`src/rtl/burst_mem_bridge.sv`:
```
// Splits 4-beat x 64-bit line bursts into single-word req/gnt memory accesses.
// Optional macro BURST_MEM_BRIDGE_RDATA_REG_EN registers the read-return path.
module burst_mem_bridge #(
    parameter int MAX_OUTSTANDING = 4
) (
    input  logic        clk,
    input  logic        rst,
    input  logic [31:0] bmem_addr,
    input  logic        bmem_read,
    input  logic        bmem_write,
    input  logic [63:0] bmem_wdata,
    output logic        bmem_ready,
    output logic        bmem_rvalid,
    output logic [63:0] bmem_rdata,
    output logic        sram_req,
    output logic        sram_we,
    output logic [31:0] sram_addr,
    output logic [63:0] sram_wdata,
    input  logic        sram_gnt,
    input  logic        sram_rvalid,
    input  logic [63:0] sram_rdata
);
    typedef enum logic [1:0] {IDLE, RD_ISSUE, WR_COLLECT, WR_ISSUE} state_t;

    localparam logic [2:0] MAX_OUT = 3'(MAX_OUTSTANDING);

    state_t       state, state_nxt;
    logic [31:0]  base;
    logic [2:0]   iss, ret, outstanding;
    logic [1:0]   idx;
    logic [255:0] wbuf;
    logic         fwd, rd_grant;
    logic         unused_addr_lsb;

    assign unused_addr_lsb = ^bmem_addr[4:0];

    // Returns with nothing in flight are strays (e.g. from a burst killed by reset).
    assign fwd      = sram_rvalid && (outstanding != 3'd0);
    assign rd_grant = sram_req && sram_gnt && !sram_we;

    always_ff @(posedge clk or negedge rst) begin
        if (!rst) state <= IDLE;
        else      state <= state_nxt;
    end

    always_comb begin
        state_nxt  = state;
        bmem_ready = 1'b0;
        sram_req   = 1'b0;
        sram_we    = 1'b0;
        sram_addr  = '0;
        sram_wdata = '0;
        case (state)
            IDLE: begin
                bmem_ready = 1'b1;
                if (bmem_write)     state_nxt = WR_COLLECT;
                else if (bmem_read) state_nxt = RD_ISSUE;
            end
            RD_ISSUE: begin
                if (iss < 3'd4 && outstanding < MAX_OUT) begin
                    sram_req  = 1'b1;
                    sram_addr = base + {26'd0, iss, 3'b000};
                end
`ifdef BURST_MEM_BRIDGE_RDATA_REG_EN
                // hold one extra cycle so the registered last beat leaves first
                if (ret == 3'd4) state_nxt = IDLE;
`else
                if (fwd && ret == 3'd3) state_nxt = IDLE;
`endif
            end
            WR_COLLECT: begin
                if (bmem_write && idx == 2'd3) state_nxt = WR_ISSUE;
            end
            WR_ISSUE: begin
                sram_req   = 1'b1;
                sram_we    = 1'b1;
                sram_addr  = base + {26'd0, iss, 3'b000};
                sram_wdata = wbuf[{iss[1:0], 6'b0} +: 64];
                if (sram_gnt && iss == 3'd3) state_nxt = IDLE;
            end
            default: state_nxt = IDLE;
        endcase
    end

    always_ff @(posedge clk or negedge rst) begin
        if (!rst) begin
            base        <= '0;
            iss         <= '0;
            ret         <= '0;
            idx         <= '0;
            wbuf        <= '0;
            outstanding <= '0;
        end else begin
            case (state)
                IDLE: begin
                    if (bmem_write) begin
                        base        <= {bmem_addr[31:5], 5'b0};
                        wbuf[63:0]  <= bmem_wdata;
                        idx         <= 2'd1;
                        iss         <= '0;
                    end else if (bmem_read) begin
                        base <= {bmem_addr[31:5], 5'b0};
                        iss  <= '0;
                        ret  <= '0;
                    end
                end
                RD_ISSUE: begin
                    if (rd_grant) iss <= iss + 3'd1;
                    if (fwd)      ret <= ret + 3'd1;
                end
                WR_COLLECT: begin
                    if (bmem_write) begin
                        wbuf[{idx, 6'b0} +: 64] <= bmem_wdata;
                        idx                     <= idx + 2'd1;
                    end
                end
                WR_ISSUE: begin
                    if (sram_gnt) iss <= iss + 3'd1;
                end
                default: ;
            endcase
            // simultaneous grant and return cancel out
            case ({rd_grant, fwd})
                2'b10:   outstanding <= outstanding + 3'd1;
                2'b01:   outstanding <= outstanding - 3'd1;
                default: ;
            endcase
        end
    end

`ifdef BURST_MEM_BRIDGE_RDATA_REG_EN
    logic        rvalid_q;
    logic [63:0] rdata_q;

    always_ff @(posedge clk or negedge rst) begin
        if (!rst) begin
            rvalid_q <= 1'b0;
            rdata_q  <= '0;
        end else begin
            rvalid_q <= fwd;
            rdata_q  <= fwd ? sram_rdata : '0;
        end
    end

    assign bmem_rvalid = rvalid_q;
    assign bmem_rdata  = rdata_q;
`else
    assign bmem_rvalid = fwd;
    assign bmem_rdata  = fwd ? sram_rdata : '0;
`endif

endmodule

```
`config.mk`:
```
export PLATFORM = sky130hd
export DESIGN_NAME = burst_mem_bridge
export DESIGN_NICKNAME = d
export VERILOG_FILES = /design/src/rtl/burst_mem_bridge.sv
export SDC_FILE = /design/constraint.sdc
export NUM_CORES = 1
export LEC_CHECK = 0
export CORE_MARGIN = 5
export CORE_UTILIZATION = 46
export DETAILED_ROUTE_END_ITERATION = 8
export GPL_TIMING_DRIVEN = 0
export PLACE_DENSITY = 0.77
export SLEW_MARGIN = 30
export SYNTH_ARGS = -nofsm -noshare
export SYNTH_HDL_FRONTEND = slang
export SYNTH_SLANG_ARGS = --single-unit
```
`constraint.sdc`:
```
create_clock -name clk -period 2.5 [get_ports clk]
set_clock_uncertainty 0.2 [all_clocks]
set_input_delay 0.5 -clock clk [delete_from_list [all_inputs] [get_ports clk]]
set_output_delay 0.5 -clock clk [all_outputs]
set_load 0.05 [all_outputs]
```
==> results of run 1 <==
## final cells by class
type	count	area [um^2]	area share, %
flip-flops and latches	296	7420	32.3
clock buffers	50	1020	4.44
well taps	442	553	2.41
plain buffers	112	782	3.40
inverters	12	57.6	0.250
repair buffers	450	5320	23.1
clock inverters	9	109	0.474
multi-input cells	1168	7680	33.4
diodes	13	32.5	0.142
## power groups by stage
stage                     clock network, mW  registers, mW  logic [mW]
after CTS                              5.06           8.25        17.4
final                                  5.05           8.35        18.9
after global routing                   5.29           8.58        20.0
after floorplan                           0           7.86        9.72
after detailed placement                  0           8.30        14.2
after global placement                    0           8.19        13.8
## path summary, 6_finish.rpt
kind | from | endpoint | slack [ns] | cells after the start
worst max-delay path | base[6] | sram_addr[25] | -0.79 | 6
worst min-delay path | wbuf[177] | wbuf[177] | 0.27 | 2
worst max register to register | outstanding[2] | outstanding[2] | -0.07 | 14
worst min register to register | wbuf[177] | wbuf[177] | 0.27 | 2
max in group asynchronous | rst | wbuf[76] | 0.31 | 5
min in group asynchronous | rst | wbuf[114] | 0.31 | 2
## worst reg2reg max path: stages (launching register included)
cell	delay [ns]
dfrtp_1	0.38
buf_6	0.13
o31ai_4	0.23
inv_4	0.10
buf_6	0.13
buf_6	0.10
buf_6	0.11
buf_4	0.12
buf_4	0.12
ha_1	0.21
inv_1	0.08
fa_1	0.18
xor2_1	0.14
nor2_1	0.07
xor2_1	0.14
## cells by family (layout without fill, tap and decap cells)
family	count (synthesis)	after routing	share of synthesized area [%]
XOR/XNOR	15	15	0.882
buffers and inverters	137	633	3.75
adder cells (fa/ha/maj)	13	13	1.14
flip-flops	296	296	49.7
AND/OR/NAND/NOR	744	744	22.2
other	1	16	0.0252
multiplexers	93	93	11.8
AO/OA/AOI/OAI	300	300	10.4
## metal layers
metal | vias up | track usage, %
li1 | 6322 | -
met5 | - | 0
met2 | 700 | 48.8
met1 | 7068 | 34.6
met4 | 6 | 16.1
met3 | 145 | 5.87
## flip-flops by register name, indices dropped and copies added, names as in the netlist
name and count:
wbuf 256, iss 3, base 27, ret 3
idx 2, outstanding 3, state 2
## stage by stage
step           util [%]  area [um^2]   TNS, ns  std cells  worst slack [ns]
2_1_floorplan         -        15100     -1.58       1601            -0.221
3_3_place_gp       58.5        18900  -3759.06       2364            -11.85
3_5_place_dp       58.8        19000   -283.42       2367             -1.33
4_1_cts            68.3        22000    -51.67       2507            -0.707
5_1_grt            71.2        23000    -58.41       2551            -0.847
6_report           71.2        23000    -49.23       2552            -0.787
## cell usage in the layout (no fill, tap or decap), types with 4 or more instances in the layout
cell / count
a21oi_1: 4
a21oi_4: 9
and2_1: 11
and2_4: 122
buf_12: 18
buf_16: 5
buf_2: 7
buf_4: 53
buf_6: 116
buf_8: 122
clkbuf_1: 48
clkbuf_16: 36
clkbuf_2: 28
clkbuf_4: 5
clkbuf_8: 14
clkdlybuf4s50_1: 159
clkinv_2: 5
dfrtp_1: 285
dfrtp_2: 11
diode_2: 13
ha_1: 9
inv_1: 9
mux2_2: 26
mux4_2: 64
nand2_1: 525
nand2_4: 4
nand3_1: 11
nand4_1: 10
nor2_1: 7
nor2_2: 6
nor2_4: 6
o21ai_0: 268
or3_4: 7
or4_4: 8
xor2_1: 10
## timing repair
| action | in CTS | in global routing |
|---|---|---|
| pin swaps | 65 | 73 |
| setup endpoints to repair | 403 | 416 |
| gates resized for setup | 1415 | 265 |
| gates cloned | 13 | 4 |
| hold buffers | 1 | 0 |
| hold endpoints to repair | 72 | 0 |
| buffers inserted | 73 | 50 |
==> key figures, run 1 <==
Global routing
  – Total track usage: 28.9%
  – Initial antenna violation count: 15
  – Vias in the first global route: 14700
  – Largest net degree at the start of global routing: 78
  – First-pass GRT wire length: 81.9 mm
  – Total gr overflow: 0

Synth
  – Synth Register Bits: 296
  – Async S/R FF share, synth: 100%
  – Count of flip-flops with a built-in enable after synthesis: 0
  – Cell variety after synth: 47
  – Top-count cell post-synth: nand2_1
  – Largest area contributor in the netlist: dfrtp_1
  – Top cells by area, synth: dfrtp_1 (50%), nand2_1 (13%), mux4_2 (9.7%)
  – Avg Cell Area, Syn: 9.32 um^2
  – Sequential area share after synthesis: 49.7%
  – Mapped Area: 14900 um^2
  – Synth top area share: 49.7%
  – Ys flop type: dfrtp_1
  – Most frequent cells after synthesis: nand2_1 (531), dfrtp_1 (296), o21ai_0 (269), and2_1 (133), clkbuf_1 (103)
  – YS warnings: 0
  – Mapped Cells: 1599

STA
  – RSZ-0062 raised after global routing: true
  – Setup ws final: -0.787 ns
  – Max Fclk: 0.304 GHz
  – Final Hold Vio Count: 0
  – Minimum clock period: 3.29 ns
  – Final slew viol count: 0
  – Fin crit share: 131%
  – Final setup fails: 157
  – Hold slack: 0.273 ns
  – Slew HR: 56.9%
  – Slew @ Worst Pin: 0.647 ns

Pwr
  – Combinational power share: 58.5%
  – Reg power frac: 25.9%
  – Sw Ratio: 42.4%
  – Clk network pwr share: 15.6%
  – Maximum vdd drop: 844 uV
  – Internal: 18.6 mW
  – P_sw: 13.7 mW
  – Pwr per Cell Area: 1400 nW/um^2
  – Power, Total: 32.3 mW
  – Leak: 10.0 nW

Floorplanning
  – Die area: 36100 um^2
  – Die width: 190 um
  – Core outline area: 32300 um^2
  – Io pins: 330
  – Initial Utilization: 46.1%
  – Row count: 66
  – Die Ht: 190 um

Cells and area
  – Fill count: 2172
  – Nets@finish: 2253
  – Layout Area Growth over Synthesis: 54.2%
  – Share of layout cells above drive strength 1: 33.6%

Placed design
  – PortBufs: 321
  – DP Wirelength: 35.8 mm
  – Global placement routability congestion: 0.871

Drt
  – 1st-iter DRT viols: 1271
  – DRC Markers: 0
  – Detailed-route via count: 14200
  – DR top layer: met5
  – Routed Antenna Nets: 0
  – Metal3 WL: 3.92 mm
  – Routed wire length: 54.8 mm
  – Mean number of vias per cell: 5.58
  – Routed len/inst: 21.5 um
  – Met1 wire length: 20.1 mm
  – Detailed Routing Iterations Pass 1: 6
  – Met2 routed WL: 27.8 mm

CTS
  – Clock-pin slew on the worst setup and hold paths: 0.06 ns
  – Sink Count: 296
  – CTS Buf Count: 34
  – H-tree Lvls: 2
  – CTS Buffer Depth: 3
  – TritonCTS clock tree: built
  – Worst skew pair latency: 0.50 ns
  – Root Driver: clkbuf_16

Setup path
  – Worst Path Arrival: 2.59 ns
  – CP Capture Type: output port
  – Critical path fanouts, max: 9
  – Max incr delay on CP: 0.54 ns
  – CP Buf/Inv Count: 1
  – Top delay family on crit path: simple AND/OR/NAND/NOR gates
  – Crit-path cells: ha_4 > nand4_1 > or4_4 > or3_4 > a21oi_4 > buf_6
  – CP Class: reg2out
  – Worst Path Required: 1.80 ns
  – Slowest-stage cell, CP: dfrtp_1
  – CP Launch Type: register

Outcome
  – Failing checks: negative setup slack
  – Status: finished, violations left

Worst hold path
  – Hold Path Class: reg2reg

Job
  – Max Cap Viol: 0
Power figures use the tool's default switching activity.
==> run 2: changes to the inputs <==
- CAP_MARGIN: unset -> 25
- GPL_TIMING_DRIVEN: 0 -> unset
==> run 2 against run 1 <==
Against the previous run:
- the run still ends with negative setup slack left
- count of clock-buffer cells in the layout shrank 9
- largest cell class unchanged
- combinational power grew 6%
- routed wire length grew 0.81%
- highest routed layer unchanged
==> key figures, run 2 (same netlist as run 1, synthesis figures left out) <==
Placed design
  – DP Wirelength: 32.7 mm
  – Global placement routability congestion: 0.909
  – PortBufs: 321
  – Placed cell count: 2332
  – Post-place setup slack: -0.218 ns

Setup path
  – CP Class: reg2out
  – R2R Setup Slk: -0.09 ns
  – Reg2reg start: outstanding[1]
  – R2R depth: 11
  – Worst Path Required: 1.80 ns
  – CP Capture Type: output port
  – Worst Path Arrival: 2.70 ns
  – Crit-path cells: ha_4 > buf_6 > nand4_1 > or4_4 > or4_4 > nand2_8 > buf_12
  – CP Buf/Inv Count: 2
  – Critical path fanouts, max: 4
  – RR Endpoint: outstanding[1]
  – Max incr delay on CP: 0.53 ns
  – Top delay family on crit path: simple AND/OR/NAND/NOR gates
  – CP Launch Type: register
  – Slowest-stage cell, CP: or4_4
  – Most used cell along the critical path: or4_4

Drt
  – Routed len/inst: 22.4 um
  – Mean number of vias per cell: 5.65
  – Routed wire length: 55.3 mm
  – 1st-iter DRT viols: 1030
  – Detailed-route via count: 14000
  – DRC Markers: 0
  – Detailed Routing Iterations Pass 1: 5
  – Routed Antenna Nets: 0

CTS
  – Sink Count: 296
  – H-tree Lvls: 1
  – TritonCTS clock tree: built
  – Clock-pin slew on the worst setup and hold paths: 0.06 ns
  – CTS Buf Count: 31
  – CTS Buffer Depth: 3
  – Root Driver: clkbuf_16
  – Worst skew pair latency: 0.57 ns

Cells and area
  – Commonest non-fill, non-tap cell in the layout: nand2_1
  – Largest regs: wbuf (256), base (27)
  – Share of layout cells above drive strength 1: 33.8%
  – Layout Area Growth over Synthesis: 59.0%
  – Commonest non-fill, non-tap cells in the layout: nand2_1 (521), dfrtp_1 (291), o21ai_0 (267)
  – Register name with the most flops: wbuf
  – Post-route insts no fill: 2472
  – Fill count: 2051
  – Nets@finish: 2165
  – Number of flip-flops in the largest register: 256

STA
  – Setup ws final: -0.900 ns
  – Final Hold Vio Count: 0
  – Final slew viol count: 0
  – RSZ-0062 raised after global routing: true
  – Slew HR: 66.6%
  – Sum Neg Setup Slack: -54.12 ns
  – Slew @ Worst Pin: 0.498 ns
  – Final setup fails: 161
  – Max Fclk: 0.294 GHz
  – Minimum clock period: 3.40 ns
  – Hold slack: 0.241 ns
  – Fin crit share: 136%

Pwr
  – P_sw: 14.0 mW
  – Clk network pwr share: 15.4%
  – Pwr per Cell Area: 1420 nW/um^2
  – Reg power frac: 24.8%
  – Combinational power share: 59.8%
  – Leak: 10.1 nW
  – Internal: 19.6 mW
  – Sw Ratio: 41.7%
  – Maximum vdd drop: 1010 uV

Floorplanning
  – Io pins: 330
  – Initial Utilization: 46.1%
  – Die area: 36100 um^2
  – Row count: 66
  – Core outline area: 32300 um^2
  – Die Ht: 190 um
  – Die width: 190 um

Global routing
  – Largest net degree at the start of global routing: 97
  – Total track usage: 28.5%
  – Vias in the first global route: 14600
  – Initial antenna violation count: 21
  – First-pass GRT wire length: 81.5 mm
  – Total gr overflow: 0

Outcome
  – Status: finished, violations left
  – Failing checks: negative setup slack

Worst hold path
  – Hold Path Class: in2async

Job
  – Max Cap Viol: 0
==> run 2: cell types whose count changed in the layout (fill, tap and decap cells not counted), moves of 7 or more <==
cell      delta
and2_4      +10
buf_2        -7
buf_8      -108
and2_1      -10
nor2_4       +7
buf_12     +152
buf_6       -75
buf_4       +27
clkbuf_1    -44
dfrtp_2      -8
clkbuf_2    -28
clkbuf_8     -8
==> run 2: power by group through the flow <==
stage / registers, mW / clock network (mW) / logic [mW]
2_1_floorplan: 7.86 / 0 / 9.72
3_3_place_gp: 8.08 / 0 / 16.5
3_5_place_dp: 8.24 / 0 / 16.9
4_1_cts: 8.18 / 5.23 / 19.6
5_1_grt: 8.53 / 5.43 / 21.1
6_report: 8.31 / 5.17 / 20.0
==> run 2: worst max-delay path by stage <==
stage                        from  depth (start not counted)  slack [ns]             to
final                      iss[2]                          7       -0.90  sram_addr[20]
after CTS                 base[5]                          8       -0.81  sram_addr[31]
after global placement     iss[2]                          8       -0.19  sram_addr[25]
after floorplan            iss[2]                          7       -0.22  sram_addr[31]
after detailed placement  base[5]                          8       -0.22  sram_addr[31]
after global routing       iss[2]                          7       -0.94  sram_addr[20]
==> run 2: cell type report <==
| type | instances | area, um^2 | share of cell area [%] |
|---|---|---|---|
| clock inverters | 17 | 284 | 1.20 |
| repair buffers | 476 | 6580 | 27.8 |
| multi-input cells | 1169 | 7880 | 33.3 |
| diodes | 19 | 47.5 | 0.201 |
| well taps | 442 | 553 | 2.33 |
| clock buffers | 41 | 873 | 3.69 |
| inverters | 12 | 55.1 | 0.232 |
| flip-flops and latches | 296 | 7420 | 31.3 |
==> run 2: timing repair <==
item                                    in CTS  in global routing
hold buffers                                 1                  0
resized for setup                          249                 69
pin swaps                                   60                 52
gates cloned                                17                  3
hold endpoints to repair                    46                  0
buffers inserted                            34                 26
endpoints found under the setup margin     160                160
==> run 2: per-layer routing <==
| metal | part of all wire (%) | track usage, % |
|---|---|---|
| met2 | 51 | 49.6 |
| met3 | 7.1 | 5.06 |
| met4 | 6.7 | 16.8 |
| met5 | 0.049 | 0 |
| met1 | 36 | 33.1 |
==> run 2: worst register-to-register path: stages (launching register included) <==
cell,delay [ns]
dfrtp_1,0.41
o31ai_4,0.32
inv_4,0.11
buf_6,0.13
buf_6,0.10
buf_8,0.12
buf_4,0.13
buf_4,0.13
ha_2,0.19
inv_1,0.07
fa_1,0.42
mux2i_1,0.18
==> run 2: stage by stage <==
stage	power, mW	util [%]	instance area [um^2]
detailed placement	25.1	64.2	20700
global route	35.1	73.4	23700
finish	33.5	73.4	23700
floorplan	17.6	-	15100
global placement	24.6	64.2	20700
CTS	33.0	72.6	23400
==> run 3: changes to the inputs <==
- CORE_UTILIZATION: 46 -> 45
- CTS_CLUSTER_DIAMETER: unset -> 30
- PLACE_DENSITY: 0.77 -> 0.75
- TNS_END_PERCENT: unset -> 50
==> run 3 against run 2 <==
Against the previous run:
- the flow still finishes with violations (negative setup slack)
- worst setup slack better by 0.10 ns
- clock power grew 60%
- global-route usage decreased by 0.28 points
- die area up 2.1%
- power rose by 6.1%
- maximum frequency rose by 3.1%
- non-clock buffer count is 30 lower
- worst hold slack worse by 0.0030 ns
- sequential power up 0.7%
- utilization grew 0.086 points
- routed wire length down 1.6%
- via count is 1.2% higher
- critical endpoint unchanged
==> key figures, run 3 (same netlist as run 1, synthesis figures left out) <==
Outcome
  – Status: finished, violations left
  – Failing checks: negative setup slack

Setup path
  – Worst Path Arrival: 2.60 ns
  – Crit-path cells: buf_4 > nand4_1 > or4_4 > or4_4 > nand2_8 > buf_8
  – CP Capture Type: output port
  – CP Class: reg2out
  – CP Buf/Inv Count: 2
  – Top delay family on crit path: simple AND/OR/NAND/NOR gates
  – Most used cell along the critical path: or4_4
  – Slowest-stage cell, CP: or4_4
  – Max incr delay on CP: 0.59 ns
  – CP Launch Type: register
  – Worst Path Required: 1.80 ns
  – Critical path fanouts, max: 3

Floorplanning
  – Die width: 192 um
  – Die area: 36900 um^2
  – Die Ht: 192 um
  – Row count: 66
  – Core outline area: 32600 um^2
  – Initial Utilization: 45.7%
  – Io pins: 330

Placed design
  – Placement-stage cell area: 20500 um^2
  – Global placement routability congestion: 0.858
  – PortBufs: 321
  – Placed cell count: 2326
  – DP Wirelength: 32.8 mm

Cells and area
  – Commonest non-fill, non-tap cell in the layout: nand2_1
  – Nets@finish: 2163
  – Number of flip-flops in the largest register: 256
  – Share of layout cells above drive strength 1: 33.9%
  – Fin util: 73.4%
  – Post-route insts no fill: 2495
  – Layout Area Growth over Synthesis: 60.8%
  – Largest regs: wbuf (256), base (27)
  – Multi-input combinational cell area: 7780 um^2
  – FF/Latch Area: 7410 um^2
  – Finished Cell Area: 24000 um^2
  – Register name with the most flops: wbuf
  – Commonest non-fill, non-tap cells in the layout: nand2_1 (523), dfrtp_1 (294), o21ai_0 (267)
  – Fill count: 2067

Drt
  – Detailed Routing Iterations Pass 1: 6
  – DRC Markers: 0
  – 1st-iter DRT viols: 1245
  – Routed wire length: 54.4 mm
  – Routed Antenna Nets: 0
  – Detailed-route via count: 14100
  – Mean number of vias per cell: 5.67
  – Routed len/inst: 21.8 um

Global routing
  – Total gr overflow: 0
  – Initial antenna violation count: 18
  – First-pass GRT wire length: 81.0 mm
  – Largest net degree at the start of global routing: 75
  – Vias in the first global route: 14500
  – Total track usage: 28.2%

CTS
  – Worst skew pair latency: 0.57 ns
  – Clock-pin slew on the worst setup and hold paths: 0.05 ns
  – TritonCTS clock tree: built
  – H-tree Lvls: 2
  – Root Driver: clkbuf_16
  – CTS Buf Count: 59
  – Sink Count: 296
  – CTS Buffer Depth: 3

STA
  – Minimum clock period: 3.30 ns
  – Max Fclk: 0.303 GHz
  – Final Hold Vio Count: 0
  – RSZ-0062 raised after global routing: true
  – Fin crit share: 132%
  – Final setup fails: 158
  – Setup ws final: -0.798 ns
  – Final slew viol count: 0

Job
  – Max Cap Viol: 0

Worst hold path
  – Hold Path Class: in2async

Pwr
  – Leak: 10.3 nW
  – Pwr per Cell Area: 1490 nW/um^2
  – Maximum vdd drop: 890 uV
-- run 3: changes by cell type in the layout (fill, tap and decap cells not counted), sizes merged --
| cell | change |
|---|---|
| clkbuf | +31 |
| buf | -29 |
| or3 | -1 |
| bufinv | +3 |
| clkinv | +11 |
| diode | +1 |
| clkinvlp | +7 |
-- run 3: worst paths after layout --
check	start	endpoint	slack, ns	cells past startpoint
max	base[6]	sram_addr[20]	-0.80	6
min	rst	wbuf[49]	0.24	2
max reg2reg	iss[2]	iss[1]	0.04	11
min reg2reg	wbuf[177]	wbuf[177]	0.27	2
max in group asynchronous	rst	wbuf[141]	1.09	3
min in group clk	wbuf[177]	wbuf[177]	0.27	2
-- run 3: through the flow --
stage | setup WS (ns) | hold slack, ns | setup TNS [ns] | power, mW
2_1_floorplan | -0.221 | 0.00441 | -3.43 | 17.6
3_3_place_gp | -0.204 | 0.244 | -1.35 | 24.1
3_5_place_dp | -0.255 | 0.252 | -1.95 | 24.6
4_1_cts | -0.814 | 0.253 | -51.29 | 35.0
5_1_grt | -0.874 | 0.289 | -55.60 | 37.1
6_report | -0.798 | 0.238 | -46.60 | 35.6
-- run 3: cell type report --
cell class | count | share of cell area [%]
Inverter | 12 | 0.204
Multi-Input combinational cell | 1168 | 32.5
Clock inverter | 37 | 2.06
Timing Repair inverter | 1 | 0.0313
Antenna cell | 20 | 0.209
Tap cell | 442 | 2.31
Timing Repair Buffer | 446 | 25.0
Clock buffer | 73 | 6.77
Sequential cell | 296 | 31.0
-- run 3: report_power, final --
| part | internal [mW] | switching [mW] | leakage [nW] |
|---|---|---|---|
| sequential | 6.93 | 1.44 | 3.91 |
| clock | 5.63 | 2.66 | 1.02 |
| combinational | 8.65 | 10.3 | 5.33 |
| total | 21.2 | 14.4 | 10.3 |
-- run 3: routing by layer --
layer	global-route usage [%]	vias to the layer above	routed length (um)	part of all wire (%)
met4	18.6	2	3320	6.1
met2	47.5	828	27400	50
met5	0	-	13	0.024
met3	5.87	181	4260	7.8
met1	32.6	6961	19400	36
li1	-	6176	-	-
-- run 3: repair_timing --
| item | in CTS | in global routing |
|---|---|---|
| hold buffers | 1 | 0 |
| gates cloned | 6 | 1 |
| pin swaps | 71 | 33 |
| hold endpoints to repair | 43 | 0 |
| resized for setup | 220 | 69 |
| endpoints found under the setup margin | 159 | 159 |
| buffers inserted | 24 | 21 |
